$ cat src/rtl/vend_pkg.sv
// Shared types and constants for the vending dispense stage.
// The FSM state enum, change codes and default actuator timings live here.
package vend_pkg;

  typedef enum logic [1:0] {
    ST_IDLE,
    ST_MOTOR,
    ST_EJECT_ON,
    ST_EJECT_GAP
  } disp_state_t;

  localparam logic [1:0] CHG_NONE = 2'd0;
  localparam logic [1:0] CHG_ONE  = 2'd1;
  localparam logic [1:0] CHG_TWO  = 2'd2;

  localparam int DEF_MOTOR_CYCLES = 8;
  localparam int DEF_EJECT_ON     = 4;
  localparam int DEF_EJECT_GAP    = 4;
  localparam int DEF_PEND_W       = 3;

  function automatic int max3(input int a, input int b, input int c);
    int m;
    m = (a > b) ? a : b;
    return (m > c) ? m : c;
  endfunction

endpackage

$ cat src/rtl/vend_dispense_ctrl_if.sv
// Request/actuator bundle between the vending FSM and the dispense stage.
// The master side issues vend/change codes; the slave side drives the actuators.
interface vend_dispense_ctrl_if
  import vend_pkg::*;
#(
  parameter int PEND_W = DEF_PEND_W
);

  logic [1:0]        vend_req;
  logic [1:0]        change_req;
  logic              motor_en;
  logic              eject_en;
  logic              vend_done;
  logic              coin_done;
  logic              busy;
  logic              overflow;
  logic [PEND_W-1:0] vend_pend;
  logic [PEND_W-1:0] change_pend;

  modport master (
    output vend_req, change_req,
    input  motor_en, eject_en, vend_done, coin_done, busy, overflow,
           vend_pend, change_pend
  );

  modport slave (
    input  vend_req, change_req,
    output motor_en, eject_en, vend_done, coin_done, busy, overflow,
           vend_pend, change_pend
  );

endinterface

$ cat src/rtl/vend_sat_counter.sv
// Saturating pending-work counter: adds 0-3 per cycle, removes one on take.
// `sat` flags a cycle whose result had to be clamped at the maximum.
module vend_sat_counter #(
  parameter int W = 3
) (
  input  logic         clk,
  input  logic         rst,
  input  logic [1:0]   add,
  input  logic         take,
  output logic [W-1:0] cnt,
  output logic [W-1:0] cnt_next,
  output logic         sat
);

  localparam int MAX = (1 << W) - 1;

  logic [W-1:0] cnt_q, cnt_d;
  logic [W+1:0] sum;
  logic         take_ok;

  // Take is ignored on an empty counter so the wide sum can never wrap below zero.
  always_comb begin
    take_ok = take && (cnt_q != '0);
    sum     = {2'b00, cnt_q} + {{W{1'b0}}, add} - (W+2)'(take_ok);
    sat     = (sum > (W+2)'(MAX));
    cnt_d   = sat ? W'(MAX) : sum[W-1:0];
  end

  always_ff @(posedge clk) begin
    if (rst) cnt_q <= '0;
    else     cnt_q <= cnt_d;
  end

  assign cnt      = cnt_q;
  assign cnt_next = cnt_d;

endmodule

$ cat src/rtl/vend_dispense_ctrl.sv
// Dispense stage: queues vend/change requests and drives timed motor and ejector
// pulses, vends first, with one IDLE cycle between consecutive operations.
module vend_dispense_ctrl
  import vend_pkg::*;
#(
  parameter int MOTOR_CYCLES = DEF_MOTOR_CYCLES,
  parameter int EJECT_ON     = DEF_EJECT_ON,
  parameter int EJECT_GAP    = DEF_EJECT_GAP,
  parameter int PEND_W       = DEF_PEND_W
) (
  input logic                 clk,
  input logic                 rst,
  vend_dispense_ctrl_if.slave bus
);

  localparam int TMAX = max3(MOTOR_CYCLES, EJECT_ON, EJECT_GAP);
  localparam int TW   = (TMAX > 1) ? $clog2(TMAX) : 1;

  disp_state_t       state_q, state_d;
  logic [TW-1:0]     timer_q, timer_d;
  logic              motor_en_q, motor_en_d;
  logic              eject_en_q, eject_en_d;
  logic              vend_done_q, vend_done_d;
  logic              coin_done_q, coin_done_d;
  logic              busy_q, busy_d;
  logic              overflow_q, overflow_d;
  logic              take_vend, take_coin;
  logic [PEND_W-1:0] vend_cnt, vend_next, chg_cnt, chg_next;
  logic              vend_sat, chg_sat;

  vend_sat_counter #(.W(PEND_W)) u_vend_cnt (
    .clk      (clk),
    .rst      (rst),
    .add      ({1'b0, |bus.vend_req}),
    .take     (take_vend),
    .cnt      (vend_cnt),
    .cnt_next (vend_next),
    .sat      (vend_sat)
  );

  vend_sat_counter #(.W(PEND_W)) u_chg_cnt (
    .clk      (clk),
    .rst      (rst),
    .add      (bus.change_req),
    .take     (take_coin),
    .cnt      (chg_cnt),
    .cnt_next (chg_next),
    .sat      (chg_sat)
  );

  always_comb begin
    state_d   = state_q;
    timer_d   = timer_q;
    take_vend = 1'b0;
    take_coin = 1'b0;
    case (state_q)
      ST_IDLE: begin
        if (vend_cnt != '0) begin
          take_vend = 1'b1;
          state_d   = ST_MOTOR;
          timer_d   = TW'(MOTOR_CYCLES - 1);
        end else if (chg_cnt != '0) begin
          take_coin = 1'b1;
          state_d   = ST_EJECT_ON;
          timer_d   = TW'(EJECT_ON - 1);
        end
      end
      ST_MOTOR: begin
        if (timer_q == '0) state_d = ST_IDLE;
        else               timer_d = timer_q - TW'(1);
      end
      ST_EJECT_ON: begin
        if (timer_q == '0) begin
          state_d = ST_EJECT_GAP;
          timer_d = TW'(EJECT_GAP - 1);
        end else begin
          timer_d = timer_q - TW'(1);
        end
      end
      ST_EJECT_GAP: begin
        if (timer_q == '0) state_d = ST_IDLE;
        else               timer_d = timer_q - TW'(1);
      end
      default: state_d = ST_IDLE;
    endcase

    // Outputs are decoded from the next state so the registered copies line up with it.
    motor_en_d  = (state_d == ST_MOTOR);
    eject_en_d  = (state_d == ST_EJECT_ON);
    vend_done_d = (state_d == ST_MOTOR) && (timer_d == '0);
    coin_done_d = (state_d == ST_EJECT_ON) && (timer_d == '0);
    busy_d      = (state_d != ST_IDLE) || (vend_next != '0) || (chg_next != '0);
    overflow_d  = overflow_q || vend_sat || chg_sat;
  end

  always_ff @(posedge clk) begin
    if (rst) begin
      state_q     <= ST_IDLE;
      timer_q     <= '0;
      motor_en_q  <= 1'b0;
      eject_en_q  <= 1'b0;
      vend_done_q <= 1'b0;
      coin_done_q <= 1'b0;
      busy_q      <= 1'b0;
      overflow_q  <= 1'b0;
    end else begin
      state_q     <= state_d;
      timer_q     <= timer_d;
      motor_en_q  <= motor_en_d;
      eject_en_q  <= eject_en_d;
      vend_done_q <= vend_done_d;
      coin_done_q <= coin_done_d;
      busy_q      <= busy_d;
      overflow_q  <= overflow_d;
    end
  end

  assign bus.motor_en    = motor_en_q;
  assign bus.eject_en    = eject_en_q;
  assign bus.vend_done   = vend_done_q;
  assign bus.coin_done   = coin_done_q;
  assign bus.busy        = busy_q;
  assign bus.overflow    = overflow_q;
  assign bus.vend_pend   = vend_cnt;
  assign bus.change_pend = chg_cnt;

endmodule

$ cat src/flat_wrapper.sv
// flat-port wrapper written by rule: the top's interface ports become plain ports
module vend_dispense_ctrl_flat import vend_pkg::*;
#(
  parameter int MOTOR_CYCLES = DEF_MOTOR_CYCLES,
  parameter int EJECT_ON     = DEF_EJECT_ON,
  parameter int EJECT_GAP    = DEF_EJECT_GAP,
  parameter int PEND_W       = DEF_PEND_W
)
  (clk, rst, bus_vend_req, bus_change_req, bus_motor_en, bus_eject_en, bus_vend_done, bus_coin_done, bus_busy, bus_overflow, bus_vend_pend, bus_change_pend);
  vend_dispense_ctrl_if #(.PEND_W(PEND_W)) bus_i ();
  input logic clk;
  input logic rst;
  input wire logic [$bits(bus_i.vend_req)-1:0] bus_vend_req;
  input wire logic [$bits(bus_i.change_req)-1:0] bus_change_req;
  output wire logic [$bits(bus_i.motor_en)-1:0] bus_motor_en;
  output wire logic [$bits(bus_i.eject_en)-1:0] bus_eject_en;
  output wire logic [$bits(bus_i.vend_done)-1:0] bus_vend_done;
  output wire logic [$bits(bus_i.coin_done)-1:0] bus_coin_done;
  output wire logic [$bits(bus_i.busy)-1:0] bus_busy;
  output wire logic [$bits(bus_i.overflow)-1:0] bus_overflow;
  output wire logic [$bits(bus_i.vend_pend)-1:0] bus_vend_pend;
  output wire logic [$bits(bus_i.change_pend)-1:0] bus_change_pend;
  assign bus_i.vend_req = bus_vend_req;
  assign bus_i.change_req = bus_change_req;
  assign bus_motor_en = bus_i.motor_en;
  assign bus_eject_en = bus_i.eject_en;
  assign bus_vend_done = bus_i.vend_done;
  assign bus_coin_done = bus_i.coin_done;
  assign bus_busy = bus_i.busy;
  assign bus_overflow = bus_i.overflow;
  assign bus_vend_pend = bus_i.vend_pend;
  assign bus_change_pend = bus_i.change_pend;
  vend_dispense_ctrl #(.MOTOR_CYCLES(MOTOR_CYCLES), .EJECT_ON(EJECT_ON), .EJECT_GAP(EJECT_GAP), .PEND_W(PEND_W)) u_core (.clk(clk), .rst(rst), .bus(bus_i));
endmodule
$ cat config.mk
export PLATFORM = sky130hd
export DESIGN_NAME = vend_dispense_ctrl_flat
export DESIGN_NICKNAME = d
export VERILOG_FILES = /design/src/rtl/vend_pkg.sv /design/src/rtl/vend_dispense_ctrl_if.sv /design/src/rtl/vend_sat_counter.sv /design/src/rtl/vend_dispense_ctrl.sv /design/src/flat_wrapper.sv
export SDC_FILE = /design/constraint.sdc
export NUM_CORES = 1
export LEC_CHECK = 0
export BUFFER_PORTS_ARGS = -buffer_cell sky130_fd_sc_hd__clkbuf_2
export CORE_ASPECT_RATIO = 0.9
export CORE_MARGIN = 4
export CORE_UTILIZATION = 50
export CTS_BUF_LIST = sky130_fd_sc_hd__clkbuf_8
export DETAILED_ROUTE_END_ITERATION = 10
export GPL_ROUTABILITY_DRIVEN = 1
export PLACE_DENSITY = 0.84
export SLEW_MARGIN = 20
export SYNTH_ARGS = -nofsm -noshare
export SYNTH_HDL_FRONTEND = slang
export SYNTH_SLANG_ARGS = --single-unit
$ cat constraint.sdc
create_clock -name clk -period 2.45 [get_ports clk]
set_clock_uncertainty 0.05 [all_clocks]
set_input_delay 0 -clock clk [delete_from_list [all_inputs] [get_ports clk]]
set_output_delay 0 -clock clk [all_outputs]
set_load 0.03 [all_outputs]
==> results.json, run 1 <==
{
  "avgViaCountPerCell": 5.47,
  "diodes": 0,
  "clock.fmax_mhz": 393,
  "die_w_um": 55.9,
  "vias": 924,
  "synthArstFlopShare_pct": 0,
  "synth_top_area_share_pct": 32.9,
  "drive_above_1_share_pct": 37.5,
  "syn_nets": 136,
  "critical_path_class": "flop to flop",
  "fin_cells": 169,
  "drtIter0Drc": 8,
  "cp_max_fo": 2,
  "clockRootBuffer": "clkbuf_8",
  "synth_area_per_cell_um2": 9.07,
  "finalWirelength_mm": 2.40,
  "holdBufCountCts": 0,
  "hpwlAfterDp_mm": 1.85,
  "setup_viol": 1,
  "routedWlPerCell_um": 14.2,
  "critPathMostFrequentCell": "ha_4",
  "worst_pin_slew_ns": 0.556,
  "period_share_pct": 104,
  "cts_tree": "built",
  "rows": 15,
  "fin_area_mm2": 0.00136,
  "die_h_um": 51.1,
  "die_area_mm2": 0.00286,
  "grt_max_degree": 16,
  "r2r_setup_slack_ns": -0.09,
  "maxCapViolCount": 0,
  "core_mm2": 0.00193,
  "synth_seq_cells": 17,
  "cp_slowest_stage_delay_ns": 0.54,
  "finalHoldViolations": 0,
  "synth_edf_count": 0,
  "first_global_vias": 890,
  "routabilityCongestion": 0.850,
  "antenna_found_initial": 0,
  "dp_cells": 164,
  "syn_area_mm2": 0.00103,
  "synth_ff_type": "dfxtp_1",
  "ys_warn_count": 0,
  "cts_htree_levels": 1,
  "failed_checks": "negative setup slack",
  "cts_max_path_buffers": 2,
  "critPathBufInv": 2,
  "cts.clk_slew.worst_paths_ns": 0.07,
  "first_pass_iters": 4,
  "synth.most_common_cell": "inv_1",
  "yosysTopAreaCell": "dfxtp_1",
  "cp-start-kind": "flop",
  "synth_commonest_cells": "20 x inv_1, 17 x dfxtp_1, 14 x ha_1, 8 x a21oi_1, 5 x a31oi_1",
  "timing.critical_path.max_delay_family": "simple AND/OR/NAND/NOR gates",
  "period_needed_ns": 2.54,
  "slew_headroom_pct": 62.0,
  "fin_util_pct": 70.6,
  "grt_setup_unrepaired": "true",
  "finish.net_count": 167,
  "fin_ws_ns": -0.0916,
  "ant_nets": 0,
  "ios": 18,
  "required_ns": 2.51,
  "grt_pass1_wl_mm": 4.10,
  "io_buffer_count": 17,
  "report.final.slew_viol_count": 0,
  "gr-total-overflow": 0,
  "place_area_mm2": 0.00124,
  "slowest_stage": "fa_2",
  "critPathCaptureType": "flop",
  "synth_cells": 114,
  "insertion_delay_ns": 0.26,
  "ys_top_cells_by_area": "dfxtp_1 33%, ha_1 17%, inv_1 7.3%",
  "initial_core_util_pct": 53.5,
  "status": "finished with violations",
  "cp.arrival_ns": 2.61,
  "cts_made_buffers": 3,
  "path_cells": "or3_4, and3_4, ha_4, inv_4, ha_4, inv_2, fa_2, nand4_1, nor3b_2, a41oi_2",
  "drc": 0,
  "synth-seq-area-share_pct": 32.9,
  "hold_path.class": "primary input to flop",
  "numClockSinks": 17,
  "grt_usage_pct": 18.4,
  "syn2layout_area_growth_pct": 32.0,
  "yosysUniqueCellTypes": 38
}
-- worst register-to-register path, cell delays in order (launching register included) --
cell and delay (ns):
dfxtp_4 0.34, or3_4 0.38, and3_4 0.20, ha_4 0.22
inv_4 0.05, ha_4 0.12, inv_2 0.04, fa_2 0.54
nand4_1 0.12, nor3b_2 0.21, a41oi_2 0.13
-- per-stage QoR --
| step | setup TNS, ns | worst slack [ns] | hold slack (ns) |
|---|---|---|---|
| after floorplan | -0.0715 | -0.0715 | 0.0216 |
| after global placement | -0.0685 | -0.0685 | 0.334 |
| after detailed placement | -0.161 | -0.161 | 0.336 |
| after CTS | -0.0918 | -0.0918 | 0.0640 |
| after global routing | -0.178 | -0.178 | 0.107 |
| final | -0.0916 | -0.0916 | 0.0884 |
-- worst paths after layout --
| kind | start | endpoint | cells after the start |
|---|---|---|---|
| max | u_core.u_chg_cnt.cnt[0]$_SDFF_PP0_ | u_core.bus.busy$_SDFF_PP0_ | 10 |
| min reg2reg | u_core.bus.overflow$_SDFF_PP0_ | u_core.bus.overflow$_SDFF_PP0_ | 2 |
| min | rst | u_core.u_chg_cnt.cnt[0]$_SDFF_PP0_ | 2 |
| max reg2reg | u_core.u_chg_cnt.cnt[0]$_SDFF_PP0_ | u_core.bus.busy$_SDFF_PP0_ | 10 |
-- state kept, by name, indices dropped and copies added (netlist names) --
| signal | count |
|---|---|
| u_core.u_chg_cnt.cnt | 3 |
| u_core.timer_q | 3 |
| u_core.bus.overflow | 1 |
| u_core.bus.motor_en | 1 |
| u_core.u_vend_cnt.cnt | 3 |
| u_core.bus.vend_done | 1 |
| u_core.state_q | 2 |
| u_core.bus.busy | 1 |
| u_core.bus.eject_en | 1 |
| u_core.bus.coin_done | 1 |
-- final cells by class --
class / instances / area [um^2]
Clock buffer: 3 / 41.3
Clock inverter: 1 / 5.00
Fill cell: 138 / 569
Inverter: 20 / 77.6
Multi-Input combinational cell: 74 / 684
Sequential cell: 17 / 349
Tap cell: 25 / 31.3
Timing Repair Buffer: 29 / 175
-- layout by cell type (no fill, tap or decap), drive strengths merged, types with 4 or more instances in the layout --
master / n
a31oi: 5
nor3: 4
nor2: 4
buf: 12
dfxtp: 17
a21oi: 8
inv: 20
nor2b: 4
ha: 14
clkbuf: 20
-- metal layers --
metal  global-route usage (%)  share of wire, %  wire length, um
met2                     34.1                50             1200
met1                     21.3                43             1040
met3                     2.53               4.4              106
met4                     8.30               2.0               49
met5                        0                 0                0
-- timing repair --
item                                    CTS  global route
endpoints found under the setup margin    1             2
pin swaps                                 6             7
resized for setup                         9             5
buffers inserted                          0             1
-- logic make-up after synthesis --
kind of cell    after synthesis  share of synthesized area [%]
mux                           2                           2.06
buf+inv                      23                           8.47
fa+ha+maj                    16                           20.8
flops                        17                           32.9
compound gates               24                           15.9
simple gates                 29                           17.3
xor+xnor                      3                           2.54
Power of run 1 is left out: the tool's default activity adds up to more than one toggle a clock period on the data nets, which glitch-free logic cannot reach.
==> run 2: changes to the inputs <==
--- a/config.mk
+++ b/config.mk
@@ -12,7 +12,7 @@
 export CTS_BUF_LIST = sky130_fd_sc_hd__clkbuf_8
 export DETAILED_ROUTE_END_ITERATION = 10
 export GPL_ROUTABILITY_DRIVEN = 1
-export PLACE_DENSITY = 0.84
+export PLACE_DENSITY = 0.81
 export SLEW_MARGIN = 20
 export SYNTH_ARGS = -nofsm -noshare
 export SYNTH_HDL_FRONTEND = slang
==> constraint.sdc (replaced) <==
create_clock -name clk -period 2.55 [get_ports clk]
set_clock_uncertainty 0.05 [all_clocks]
set_input_delay 0 -clock clk [delete_from_list [all_inputs] [get_ports clk]]
set_output_delay 0 -clock clk [all_outputs]
set_load 0.03 [all_outputs]
==> run 2 against run 1 <==
Against the previous run: the flow now finishes without violations; sequential share of layout area grew 0.41 points; critical path depth is the same; flip-flop and latch count is the same; via count grew 0.54%; first-iteration DRC count grew 38%; non-clock buffer count shrank 2; die area is the same; register-to-register slack gained 0.15 ns; setup slack gained 0.15 ns; hold slack lost 0.017 ns; highest routed layer unchanged.
==> results.json, run 2 (same netlist as run 1, synthesis figures left out) <==
{
  "grt_usage_pct": 18.7,
  "cp-start-kind": "flop",
  "report.final.slew_viol_count": 0,
  "diodes": 0,
  "cts.clk_slew.worst_paths_ns": 0.07,
  "hpwlAfterDp_mm": 1.83,
  "routedWlPerCell_um": 15.4,
  "vias": 929,
  "slew_headroom_pct": 67.0,
  "cp_max_fo": 2,
  "core_mm2": 0.00193,
  "maxCapViolCount": 0,
  "io_buffer_count": 17,
  "finalWirelength_mm": 2.57,
  "die_h_um": 51.1,
  "cts_htree_levels": 1,
  "avgViaCountPerCell": 5.56,
  "critical_path_class": "flop to flop",
  "first_pass_iters": 4,
  "clock.fmax_mhz": 401,
  "syn2layout_area_growth_pct": 28.9,
  "cts_made_buffers": 3,
  "cts_tree": "built",
  "clockRootBuffer": "clkbuf_8",
  "slowest_stage": "or3_4",
  "fillers": 151,
  "finish.net_count": 165,
  "hold_path.class": "primary input to flop",
  "ios": 18,
  "critPathCaptureType": "flop",
  "gr-total-overflow": 0,
  "worst_pin_slew_ns": 0.482,
  "drive_above_1_share_pct": 35.2,
  "period_share_pct": 97.9,
  "status": "complete, no violations",
  "period_needed_ns": 2.50,
  "numClockSinks": 17,
  "ant_nets": 0,
  "setup_viol": 0,
  "grt_max_degree": 16,
  "routabilityCongestion": 0.813,
  "die_w_um": 55.9,
  "required_ns": 2.68,
  "place_area_mm2": 0.00121,
  "cp.arrival_ns": 2.62,
  "grt_pass1_wl_mm": 4.16,
  "antenna_found_initial": 0,
  "fin_area_mm2": 0.00133,
  "finalHoldViolations": 0,
  "drtIter0Drc": 11,
  "cts_max_path_buffers": 2,
  "cp_slowest_stage_delay_ns": 0.36,
  "first_global_vias": 922,
  "path_cells": "or3_4, and3_4, ha_4, inv_2, ha_4, inv_2, fa_2, mux2_4, nor3b_2, a41oi_1",
  "drc": 0,
  "final_common_cell": "inv_1",
  "die_area_mm2": 0.00286,
  "insertion_delay_ns": 0.25,
  "final_cell_mix": "18 x inv_1, 17 x clkbuf_2, 14 x dfxtp_1",
  "initial_core_util_pct": 53.5,
  "rows": 15
}
run 2: metrics by stage:
step	instances	TNS [ns]	utilization, %	setup slack, ns	hold slack, ns
2_1_floorplan	114	0	-	0.00462	0.0216
3_3_place_gp	162	-0.00652	62.8	-0.00652	0.330
3_5_place_dp	162	-0.0859	62.8	-0.0859	0.335
4_1_cts	167	0	67.6	0.00684	0.0655
5_1_grt	167	-0.00164	68.9	-0.00164	0.0814
6_report	167	0	68.9	0.0536	0.0718
run 2: critical path: cells and delay by family (launching register included):
family          cells  cell delay, ns
flops               1            0.34
fa+ha+maj           3            0.68
simple gates        3            0.72
compound gates      1            0.22
buf+inv             2            0.09
mux                 1            0.32
run 2: path summary, 6_finish.rpt:
| check | start | depth (start not counted) | slack [ns] | end |
|---|---|---|---|---|
| setup / recovery | u_core.u_chg_cnt.cnt[2]$_SDFF_PP0_ | 10 | 0.05 | u_core.bus.busy$_SDFF_PP0_ |
| hold / removal | rst | 2 | 0.07 | u_core.u_chg_cnt.cnt[0]$_SDFF_PP0_ |
| setup reg to reg | u_core.u_chg_cnt.cnt[2]$_SDFF_PP0_ | 10 | 0.05 | u_core.bus.busy$_SDFF_PP0_ |
| hold reg to reg | u_core.state_q[0]$_SDFF_PP0_ | 2 | 0.53 | u_core.state_q[0]$_SDFF_PP0_ |
run 2: metal layers:
| metal | vias to the layer above | part of all wire, % | global-route usage, % | wire length [um] |
|---|---|---|---|---|
| li1 | 449 | - | - | - |
| met1 | 461 | 40 | 20.6 | 1020 |
| met3 | 4 | 3.0 | 3.28 | 77 |
| met4 | 0 | 0.70 | 4.74 | 18 |
| met2 | 15 | 57 | 37.0 | 1460 |
| met5 | - | 0 | 0 | 0 |
run 2: what timing repair did:
action / 4_1_cts / 5_1_grt
endpoints found under the setup margin: 1 / 1
resized for setup: 9 / 4
buffers inserted: 1 / 0
hold buffers: 0 / 0
pin swaps: 5 / 2
run 2: cell type report:
class	count	area, um^2	area share, %
Timing Repair Buffer	27	160	12.0
Multi-Input combinational cell	74	673	50.5
Tap cell	25	31.3	2.35
Sequential cell	17	347	26.0
Inverter	20	75.1	5.63
Clock inverter	1	5.00	0.376
Clock buffer	3	41.3	3.10
Power of run 2 is left out for the same reason.
